**config.mk**
```make
export PLATFORM = sky130hd
export DESIGN_NAME = load_store_unit
export DESIGN_NICKNAME = d
export VERILOG_FILES = /design/src/rtl/load_store_unit_pkg.sv /design/src/rtl/load_store_unit_load_align.sv /design/src/rtl/load_store_unit.sv
export SDC_FILE = /design/constraint.sdc
export NUM_CORES = 1
export LEC_CHECK = 0
export ABC_AREA = 1
export BUFFER_PORTS_ARGS = -buffer_cell sky130_fd_sc_hd__buf_2
export CELL_PAD_IN_SITES_DETAIL_PLACEMENT = 2
export CELL_PAD_IN_SITES_GLOBAL_PLACEMENT = 2
export CORE_ASPECT_RATIO = 0.9
export CORE_MARGIN = 5
export CORE_UTILIZATION = 27
export DETAILED_ROUTE_END_ITERATION = 8
export GPL_ROUTABILITY_DRIVEN = 0
export PLACE_DENSITY = 0.85
export SLEW_MARGIN = 20
export SYNTH_ARGS = -nofsm -noshare
export SYNTH_HDL_FRONTEND = slang
export SYNTH_SLANG_ARGS = --single-unit
```
**constraint.sdc**
```tcl
create_clock -name iClk -period 2.8 [get_ports iClk]
set_input_delay 0.14 -clock iClk [delete_from_list [all_inputs] [get_ports iClk]]
set_output_delay 0.14 -clock iClk [all_outputs]
set_load 0.1 [all_outputs]
```
**src/rtl/load_store_unit_pkg.sv**
```systemverilog
// Shared types and constants for the load/store unit.
// No logic of its own; helpers are purely combinational.
// Carries no flow control.
package load_store_unit_pkg;

  localparam int XLEN   = 32;
  localparam int REG_AW = 5;

  typedef enum logic [1:0] {
    LSU_IDLE    = 2'd0,
    LSU_REQ     = 2'd1,
    LSU_WAIT_RD = 2'd2
  } lsu_state_t;

  // RV32I width codes; loads and stores share 0..2
  localparam logic [2:0] F3_B  = 3'd0;
  localparam logic [2:0] F3_H  = 3'd1;
  localparam logic [2:0] F3_W  = 3'd2;
  localparam logic [2:0] F3_BU = 3'd4;
  localparam logic [2:0] F3_HU = 3'd5;

  localparam logic [1:0] FAULT_LD_MISALIGN = 2'd0;
  localparam logic [1:0] FAULT_ST_MISALIGN = 2'd1;
  localparam logic [1:0] FAULT_ILLEGAL     = 2'd2;

  // Operation latched at accept and held for the whole transaction
  typedef struct packed {
    logic              load;
    logic [2:0]        funct3;
    logic [XLEN-1:0]   addr;
    logic [XLEN-1:0]   wdata;
    logic [REG_AW-1:0] rd;
  } lsu_req_t;

  // Byte enables for an access of the given size at the given byte offset
  function automatic logic [3:0] store_be(input logic [1:0] size, input logic [1:0] off);
    case (size)
      2'd0:    return 4'b0001 << off;
      2'd1:    return 4'b0011 << off;
      default: return 4'b1111;
    endcase
  endfunction

  // Replicate store data across lanes so the RAM only needs byte enables
  function automatic logic [XLEN-1:0] store_data(input logic [1:0] size, input logic [XLEN-1:0] wdata);
    case (size)
      2'd0:    return {4{wdata[7:0]}};
      2'd1:    return {2{wdata[15:0]}};
      default: return wdata;
    endcase
  endfunction

endpackage

```
**src/rtl/load_store_unit_load_align.sv**
```systemverilog
// Load data alignment: shifts the addressed lane down and extends it.
// Purely combinational, zero latency.
// No flow control.
module load_store_unit_load_align
  import load_store_unit_pkg::*;
(
  input  logic [XLEN-1:0] rdata,
  input  logic [2:0]      funct3,
  input  logic [1:0]      offset,
  output logic [XLEN-1:0] data
);

  logic [XLEN-1:0] shifted;

  assign shifted = rdata >> {offset, 3'b000};

  // Sign- or zero-extend the low byte/halfword; words pass through
  always_comb begin
    data = shifted;
    case (funct3)
      F3_B:    data = {{24{shifted[7]}}, shifted[7:0]};
      F3_H:    data = {{16{shifted[15]}}, shifted[15:0]};
      F3_BU:   data = {24'd0, shifted[7:0]};
      F3_HU:   data = {16'd0, shifted[15:0]};
      default: data = shifted;
    endcase
  end

endmodule

```
**src/rtl/load_store_unit.sv**
```systemverilog
// Data-memory access stage: one load/store per transaction against a single-port RAM.
// Request the cycle after accept; load write-back the cycle after the read response.
// oReady is low from accept until the transaction completes; faults keep it high.
module load_store_unit
  import load_store_unit_pkg::*;
(
  input  logic              iClk,
  input  logic              iRst,
  input  logic              iValid,
  input  logic              iLoad,
  input  logic              iStore,
  input  logic [2:0]        iFunct3,
  input  logic [XLEN-1:0]   iAddr,
  input  logic [XLEN-1:0]   iWData,
  input  logic [REG_AW-1:0] iRd,
  output logic              oReady,
  output logic              oMemReq,
  output logic              oMemWe,
  output logic [XLEN-1:0]   oMemAddr,
  output logic [3:0]        oMemBe,
  output logic [XLEN-1:0]   oMemWData,
  input  logic              iMemGnt,
  input  logic              iMemRValid,
  input  logic [XLEN-1:0]   iMemRData,
  output logic              oRdValid,
  output logic [REG_AW-1:0] oRdAddr,
  output logic [XLEN-1:0]   oRdData,
  output logic              oFault,
  output logic [1:0]        oFaultCode
);

  lsu_state_t      state, state_nxt;
  lsu_req_t        req;
  logic            go;
  logic            capture;
  logic            fault_nxt;
  logic [1:0]      fault_code_nxt;
  logic            f3_legal;
  logic            misaligned;
  logic [XLEN-1:0] load_data;

  // Classify the incoming op: legal width code for its kind, natural alignment
  always_comb begin
    f3_legal = 1'b0;
    if (iLoad && !iStore) begin
      f3_legal = iFunct3 inside {F3_B, F3_H, F3_W, F3_BU, F3_HU};
    end else if (iStore && !iLoad) begin
      f3_legal = iFunct3 inside {F3_B, F3_H, F3_W};
    end
    misaligned = ((iFunct3[1:0] == 2'd1) && iAddr[0]) ||
                 ((iFunct3[1:0] == 2'd2) && (iAddr[1:0] != 2'b00));
  end

  // State register; reset aborts any transaction in flight
  always_ff @(posedge iClk) begin
    if (iRst) state <= LSU_IDLE;
    else      state <= state_nxt;
  end

  // Next-state, handshake and fault decode
  always_comb begin
    state_nxt      = state;
    oReady         = 1'b0;
    oMemReq        = 1'b0;
    go             = 1'b0;
    capture        = 1'b0;
    fault_nxt      = 1'b0;
    fault_code_nxt = 2'd0;
    case (state)
      LSU_IDLE: begin
        oReady = 1'b1;
        // Both kinds low is an accepted no-op; illegality outranks alignment
        if (iValid && (iLoad || iStore)) begin
          if (!f3_legal) begin
            fault_nxt      = 1'b1;
            fault_code_nxt = FAULT_ILLEGAL;
          end else if (misaligned) begin
            fault_nxt      = 1'b1;
            fault_code_nxt = iLoad ? FAULT_LD_MISALIGN : FAULT_ST_MISALIGN;
          end else begin
            go        = 1'b1;
            state_nxt = LSU_REQ;
          end
        end
      end
      LSU_REQ: begin
        oMemReq = 1'b1;
        if (iMemGnt) begin
          if (!req.load) begin
            state_nxt = LSU_IDLE;
          end else if (iMemRValid) begin
            capture   = 1'b1;
            state_nxt = LSU_IDLE;
          end else begin
            state_nxt = LSU_WAIT_RD;
          end
        end
      end
      LSU_WAIT_RD: begin
        if (iMemRValid) begin
          capture   = 1'b1;
          state_nxt = LSU_IDLE;
        end
      end
      default: state_nxt = LSU_IDLE;
    endcase
  end

  // Request fields come from the latched op so they stay stable until grant
  assign oMemWe    = oMemReq & ~req.load;
  assign oMemAddr  = oMemReq ? {req.addr[XLEN-1:2], 2'b00} : '0;
  assign oMemBe    = oMemReq ? store_be(req.funct3[1:0], req.addr[1:0]) : 4'b0000;
  assign oMemWData = oMemReq ? store_data(req.funct3[1:0], req.wdata) : '0;

  load_store_unit_load_align u_align (
    .rdata  (iMemRData),
    .funct3 (req.funct3),
    .offset (req.addr[1:0]),
    .data   (load_data)
  );

  // Latch the op at accept; register fault and write-back pulses
  always_ff @(posedge iClk) begin
    if (iRst) begin
      req        <= '0;
      oFault     <= 1'b0;
      oFaultCode <= 2'd0;
      oRdValid   <= 1'b0;
      oRdAddr    <= '0;
      oRdData    <= '0;
    end else begin
      oFault     <= fault_nxt;
      oFaultCode <= fault_code_nxt;
      // x0 is hardwired: the read still happens but nothing is written back
      oRdValid   <= capture && (req.rd != '0);
      if (go) begin
        req <= '{load: iLoad, funct3: iFunct3, addr: iAddr, wdata: iWData, rd: iRd};
      end
      if (capture) begin
        oRdAddr <= req.rd;
        oRdData <= load_data;
      end
    end
  end

endmodule

```
==> results of run 1 <==
cell families (layout without fill, tap and decap cells):
| group | count (synthesis) | after routing | share of synthesized area, % |
|---|---|---|---|
| AND/OR/NAND/NOR | 442 | 442 | 31.7 |
| buffers and inverters | 180 | 435 | 12.1 |
| AO/OA/AOI/OAI | 154 | 154 | 14.3 |
| flip-flops | 116 | 116 | 40.0 |
| multiplexers | 7 | 7 | 1.21 |
| adder cells (fa/ha/maj) | 3 | 3 | 0.646 |
| other | 1 | 2 | 0.0646 |
synthesized netlist by cell type (2+ instances only):
| library cell | n | area (um2) |
|---|---|---|
| sky130_fd_sc_hd__o21ai_0 | 60 | 300 |
| sky130_fd_sc_hd__inv_2 | 2 | 7.51 |
| sky130_fd_sc_hd__buf_4 | 2 | 15.0 |
| sky130_fd_sc_hd__nand3_2 | 2 | 20.0 |
| sky130_fd_sc_hd__a21oi_1 | 71 | 355 |
| sky130_fd_sc_hd__nand4_1 | 44 | 275 |
| sky130_fd_sc_hd__nand2_1 | 225 | 845 |
| sky130_fd_sc_hd__inv_1 | 108 | 405 |
| sky130_fd_sc_hd__nand3_1 | 39 | 195 |
| sky130_fd_sc_hd__dfxtp_1 | 116 | 2320 |
| sky130_fd_sc_hd__clkbuf_1 | 50 | 188 |
| sky130_fd_sc_hd__nor2_1 | 127 | 477 |
| sky130_fd_sc_hd__a211oi_1 | 2 | 15.0 |
| sky130_fd_sc_hd__mux2i_1 | 7 | 70.1 |
| sky130_fd_sc_hd__buf_1 | 4 | 15.0 |
| sky130_fd_sc_hd__a221oi_1 | 7 | 61.3 |
| sky130_fd_sc_hd__buf_2 | 12 | 60.1 |
| sky130_fd_sc_hd__ha_1 | 3 | 37.5 |
| sky130_fd_sc_hd__o21ai_1 | 7 | 35.0 |
| sky130_fd_sc_hd__or2_2 | 2 | 12.5 |
routing by layer:
metal / vias up / part of all wire, % / track usage, %
met5: - / 0.19 / 0
met4: 10 / 1.7 / 5.78
met3: 43 / 5.7 / 6.74
met2: 171 / 52 / 41.8
met1: 3419 / 41 / 26.3
li1: 3356 / - / -
how the worst min path moves through the flow:
| stage | start | end | cells past startpoint |
|---|---|---|---|
| 2_1_floorplan | iLoad | oFaultCode[0] | 1 |
| 3_3_place_gp | iWData[19] | req[24] | 3 |
| 3_5_place_dp | iWData[15] | req[20] | 3 |
| 4_1_cts | iAddr[7] | req[44] | 3 |
| 5_1_grt | iWData[3] | req[8] | 3 |
| 6_report | iAddr[18] | req[55] | 3 |
worst max-delay path: stages, from the launching register on:
cell and delay, ps:
sky130_fd_sc_hd__dfxtp_1 330, sky130_fd_sc_hd__inv_1 80, sky130_fd_sc_hd__ha_2 180, sky130_fd_sc_hd__buf_4 390
sky130_fd_sc_hd__buf_4 340, sky130_fd_sc_hd__nand2_1 120, sky130_fd_sc_hd__inv_1 100, sky130_fd_sc_hd__buf_2 430
flip-flops by register name, summed over array words and instances (netlist names):
| name | flops |
|---|---|
| req | 73 |
| oRdData | 32 |
| oRdAddr | 5 |
| oFaultCode | 2 |
| state | 2 |
| oFault | 1 |
| oRdValid | 1 |
power groups by stage:
| stage | combinational (mW) | clock [mW] | sequential (mW) |
|---|---|---|---|
| floorplan | 0.684 | 0 | 2.00 |
| finish | 1.30 | 2.33 | 1.80 |
| global route | 1.41 | 2.46 | 1.81 |
| global placement | 1.19 | 0 | 1.83 |
| CTS | 1.30 | 2.38 | 1.80 |
| detailed placement | 1.22 | 0 | 1.83 |
layout make-up:
cell class	instances	area [um2]	area share, %
Clock buffer	19	433	4.97
Sequential cell	116	2320	26.6
Timing Repair Buffer	292	2080	23.8
Inverter	111	417	4.78
Tap cell	286	358	4.11
Clock inverter	13	183	2.10
Multi-Input combinational cell	608	2930	33.6
per-stage QoR:
step | util [%] | hold WS (ps) | TNS [ps] | setup slack [ps] | cell area, um2
floorplan | - | 219 | -4280 | -492 | 5940
global placement | 36.0 | 364 | 0 | 839 | 7550
detailed placement | 36.0 | 375 | 0 | 715 | 7550
CTS | 41.6 | 1.46 | 0 | 281 | 8720
global route | 41.6 | 10.4 | 0 | 125 | 8720
finish | 41.6 | 16.3 | 0 | 239 | 8720
repair_timing:
| action | 4_1_cts | 5_1_grt |
|---|---|---|
| hold buffers | 55 | 0 |
| setup buffers | 0 | 0 |
| endpoints found under the hold margin | 55 | 0 |
==> impl_metrics.py, run 1 <==
metrics = {
    "setup_path": {
        "criticalPathCategory": "reg -> out",
        "regToRegSetupSlack_ps": 700,
        "start_kind": "flip-flop",
        "rr_endpoint": "req[25]",
        "capturing_element_type_of_the_critical_path": "primary output",
        "critical_path.endpoint": "oMemAddr[19]",
        "critPathRequiredTime_ps": 2660,
        "endpoint_arrival_time_on_the_critical_path_ps": 2420,
        "crit_fanout": 40,
        "worst_r2r_startpoint": "state[0]",
        "critPathLaunch": "state[1]",
        "timing.reg2reg.worst_path_depth": 7,
    },
    "grt": {
        "global_route_wire_length_before_repair_um": 44100,
        "grt_antenna_before_repair": 5,
        "global_route.overflow_total": 0,
        "first_global_vias": 7871,
        "global_route.usage.total_pct": 23.0,
        "grt_max_degree": 70,
    },
    "placement": {
        "detailedPlacementHpwl_um": 18300,
        "numPlacedInstances": 1358,
        "port_buffers": 220,
    },
    "clock_tree": {
        "cts-root-to-sink-buffers": 2,
        "inserted_clock_buffers": 17,
        "post_cts.resized_instances": 0,
        "cts_tree": "yes",
        "clkLatencyLatePin_ps": 420,
        "cts_num_sinks": 116,
        "clk_pin_slew_worst_paths_ps": 50,
        "htree_num_levels": 4,
        "clock-root-buffer": "sky130_fd_sc_hd__clkbuf_16",
    },
    "layout": {
        "share_of_final_layout_standard_cells_stronger_than_drive_strength_1_pct": 26.1,
        "final_common_cell": "sky130_fd_sc_hd__nand2_1",
        "nNetsFinal": 1260,
        "top_library_cells_by_usage_in_the_layout_fill_and_taps_aside": "sky130_fd_sc_hd__nand2_1 (225), sky130_fd_sc_hd__buf_2 (201), sky130_fd_sc_hd__nor2_1 (127), sky130_fd_sc_hd__dfxtp_1 (116), sky130_fd_sc_hd__inv_1 (108)",
        "post_layout_nonfiller_instances": 1445,
        "area_growth_pct": 50.0,
        "fillerInstances": 2477,
        "antenna_cells_inserted": 0,
    },
    "synth": {
        "synth_flop_cell": "sky130_fd_sc_hd__dfxtp_1",
        "seq_area_frac_synth_pct": 40.0,
        "postSynthAreaPerCell_um2": 6.43,
        "post_synth_inst_count": 903,
        "synth_enable_flop_cells": 0,
        "synth.lib_cells_used.distinct": 33,
        "post_synthesis_instance_area_mm2": 0.00581,
        "postSynth.asyncResetShare_pct": 0,
        "yosysWarningCount": 0,
        "synth_seq_cells": 116,
    },
    "detailed_routing": {
        "dr_total_vias": 6999,
        "drt_wirelength_um": 28300,
        "detail_route.vias_per_cell": 4.84,
        "count_of_tritonroute_iterations_in_the_first_routing_pass": 4,
        "remaining_drcs": 0,
        "wl_per_cell_um": 19.6,
        "detailedRoute.firstIterationViolations": 213,
        "ant_nets": 0,
    },
    "pwr": {
        "sequential_group_share_of_total_power_pct": 33.2,
        "comb_power_share_pct": 24.0,
        "power.net_switching_mw": 1.86,
        "clkPwrFrac_pct": 42.9,
        "vdd_drop_max_mv": 0.357,
        "internal-power_mw": 3.57,
        "total_power_mw": 5.43,
        "power_density_mw_per_mm2": 623,
        "switching_share_pct": 34.3,
        "cellLeakagePower_nw": 4.47,
    },
    "floorplanning": {
        "fp.coreArea_mm2": 0.0210,
        "initial_utilization_pct": 27.7,
        "pin_count": 223,
        "die-height_um": 149,
        "fp.dieW_um": 165,
        "number_of_rows_created_at_floorplan": 50,
        "die_area_mm2": 0.0246,
    },
    "outcome": {
        "outcome": "finished, final reports clean",
    },
    "timing": {
        "slew_violations": 0,
        "final.min_clock_period_ps": 2560,
        "count_of_final_hold_check_violations": 0,
        "grt_setup_unrepaired": "no",
        "worst_slew_margin_rel_pct": 45.7,
        "final_min_period_over_clock_period_pct": 91.5,
        "achievable-frequency_ghz": 0.390,
        "final.setup_skew_ps": 8.21,
        "finalSetupViolCount": 0,
        "tightestPinTransition_ps": 815,
    },
    "worst_hold_path": {
        "min-delay-path-class": "in -> reg",
    },
    "job": {
        "cap_violations": 0,
    },
}
(Power assumes the default switching activity.)
==> inputs of run 2 (changes only) <==
==> constraint.sdc (replaced) <==
create_clock -name iClk -period 3 [get_ports iClk]
set_input_delay 0.15 -clock iClk [delete_from_list [all_inputs] [get_ports iClk]]
set_output_delay 0.15 -clock iClk [all_outputs]
set_load 0.1 [all_outputs]
==> run 2 against run 1 <==
Effect of this change: clock power about the same; via count down 0.70%; combinational power down 8%; sequential cell count unchanged; sequential power down 7%; hold slack worse by 6.1 ps; routed wire length down 3.9%; count of clock-buffer cells in the layout unchanged; core utilization down 0.71 points; global-route usage down 0.71 points; sequential share of layout area up 0.46 points; register-to-register slack better by 110 ps; largest power group unchanged.
==> impl_metrics.py, run 2 (same netlist as run 1, synthesis figures left out) <==
metrics = {
    "outcome": {
        "outcome": "finished, final reports clean",
    },
    "clock_tree": {
        "cts_tree": "yes",
        "inserted_clock_buffers": 17,
        "clkLatencyLatePin_ps": 410,
        "clk_pin_slew_worst_paths_ps": 60,
        "cts-root-to-sink-buffers": 2,
        "clock-root-buffer": "sky130_fd_sc_hd__clkbuf_16",
        "cts_num_sinks": 116,
        "htree_num_levels": 4,
        "post_cts.resized_instances": 0,
    },
    "pwr": {
        "comb_power_share_pct": 22.7,
        "switching_share_pct": 33.0,
        "vdd_drop_max_mv": 0.255,
        "power.net_switching_mw": 1.72,
        "clkPwrFrac_pct": 45.2,
        "cellLeakagePower_nw": 4.42,
        "power_density_mw_per_mm2": 610,
        "internal-power_mw": 3.50,
        "sequential_group_share_of_total_power_pct": 32.1,
    },
    "setup_path": {
        "rr_endpoint": "oRdData[21]",
        "crit_top_cell": "sky130_fd_sc_hd__inv_1",
        "critPathLaunch": "state[1]",
        "capturing_element_type_of_the_critical_path": "primary output",
        "critPathRequiredTime_ps": 2850,
        "criticalPathCategory": "reg -> out",
        "worst_r2r_startpoint": "req[38]",
        "cp_slowest_cell": "sky130_fd_sc_hd__buf_4",
        "start_kind": "flip-flop",
        "endpoint_arrival_time_on_the_critical_path_ps": 2510,
        "crit_buf_inv": 4,
        "critPathMaxStageDelay_ps": 520,
        "crit_path_cell_chain": "inv_1, ha_2, buf_4, inv_1, a21oi_1, buf_2",
        "regToRegSetupSlack_ps": 810,
        "timing.reg2reg.worst_path_depth": 7,
        "critical-path-top-delay-family": "buffers and inverters",
        "crit_fanout": 58,
    },
    "layout": {
        "top_regs": "req: 73 flops, oRdData: 32 flops, oRdAddr: 5 flops",
        "top_library_cells_by_usage_in_the_layout_fill_and_taps_aside": "sky130_fd_sc_hd__nand2_1 (225), sky130_fd_sc_hd__buf_2 (201), sky130_fd_sc_hd__nor2_1 (127), sky130_fd_sc_hd__dfxtp_1 (116), sky130_fd_sc_hd__inv_1 (108)",
        "fillerInstances": 2491,
        "final_common_cell": "sky130_fd_sc_hd__nand2_1",
        "nNetsFinal": 1241,
        "largest_register_ff_count": 73,
        "largest-register": "req",
        "share_of_final_layout_standard_cells_stronger_than_drive_strength_1_pct": 26.6,
        "post_route_cell_area_mm2": 0.00857,
        "area_growth_pct": 47.5,
    },
    "detailed_routing": {
        "detail_route.vias_per_cell": 4.87,
        "wl_per_cell_um": 19.1,
        "drt_wirelength_um": 27200,
        "count_of_tritonroute_iterations_in_the_first_routing_pass": 4,
        "remaining_drcs": 0,
        "dr_total_vias": 6950,
        "detailedRoute.firstIterationViolations": 236,
        "ant_nets": 0,
    },
    "floorplanning": {
        "die-height_um": 149,
        "fp.coreArea_mm2": 0.0210,
        "pin_count": 223,
        "fp.dieW_um": 165,
        "initial_utilization_pct": 27.7,
        "die_area_mm2": 0.0246,
        "number_of_rows_created_at_floorplan": 50,
    },
    "worst_hold_path": {
        "min-delay-path-class": "in -> reg",
        "whs_endpoint": "req[29]",
        "min_from": "iWData[24]",
        "hold_path_depth": 3,
    },
    "grt": {
        "global_route.usage.total_pct": 22.3,
        "first_global_vias": 7837,
        "grt_antenna_before_repair": 3,
        "grt_max_degree": 70,
        "global_route.overflow_total": 0,
        "global_route_wire_length_before_repair_um": 43000,
    },
    "placement": {
        "post_dp_cell_area_mm2": 0.00753,
        "detailedPlacementHpwl_um": 18400,
        "port_buffers": 220,
    },
    "timing": {
        "final.setup_skew_ps": 7.74,
        "grt_setup_unrepaired": "no",
        "count_of_final_hold_check_violations": 0,
        "achievable-frequency_ghz": 0.375,
        "tightestPinTransition_ps": 942,
        "slew_violations": 0,
        "final_min_period_over_clock_period_pct": 88.8,
        "worst_slew_margin_rel_pct": 37.1,
        "finalSetupTns_ps": 0,
        "final.min_clock_period_ps": 2660,
        "finalSetupViolCount": 0,
    },
    "job": {
        "cap_violations": 0,
    },
}
[run 2: power groups by stage]
stage | Clock, mW | Sequential [mW] | Combinational, mW
3_3_place_gp | 0 | 1.70 | 1.11
5_1_grt | 2.49 | 1.69 | 1.28
2_1_floorplan | 0 | 1.87 | 0.635
4_1_cts | 2.41 | 1.68 | 1.19
3_5_place_dp | 0 | 1.71 | 1.14
6_report | 2.36 | 1.68 | 1.19
[run 2: worst max-delay path by stage]
stage / to / cells after the start / slack [ps]
finish: oMemBe[0] / 6 / 340
global route: oMemBe[0] / 6 / 160
CTS: oMemBe[0] / 6 / 320
detailed placement: oMemBe[0] / 6 / 740
global placement: oMemBe[0] / 6 / 800
floorplan: oMemBe[0] / 5 / -300
[run 2: what timing repair did]
action                    4_1_cts  5_1_grt
setup buffers                   0        0
hold buffers                   35        1
hold endpoints to repair       35        1
[run 2: final cells by class]
| class | instances | area (um2) | share of cell area [%] |
|---|---|---|---|
| tap | 286 | 358 | 4.18 |
| multi-input combinational | 608 | 2910 | 33.9 |
| sequential | 116 | 2320 | 27.1 |
| clock inverter | 13 | 230 | 2.69 |
| antenna | 1 | 2.50 | 0.0292 |
| clock buffer | 19 | 443 | 5.17 |
| inverter | 111 | 417 | 4.86 |
| timing repair buffer | 273 | 1890 | 22.0 |
[run 2: layer usage]
layer	vias up	global-route usage, %	part of all wire [%]	wire length [um]
li1	3319	-	-	-
met1	3395	25.2	40	11000
met2	178	39.4	50	13700
met3	54	6.44	6.0	1630
met4	4	8.65	3.3	898
met5	-	0	0.12	33
[run 2: tightest hold or removal path: stages]
cell	delay (ps)
sky130_fd_sc_hd__buf_2	80
sky130_fd_sc_hd__nor2_1	40
sky130_fd_sc_hd__nor2_1	110
[run 2: per-stage QoR]
step                      hold slack (ps)  utilization (%)  power (mW)  instances  setup WS [ps]
final                                10.2             40.9        5.23       1427            336
after global routing                 15.4             40.9        5.46       1427            164
after CTS                           0.938             40.8        5.28       1425            316
after detailed placement              380             35.9        2.85       1358            740
after global placement                374             35.9        2.81       1358            796
after floorplan                       229                -        2.50        904           -302
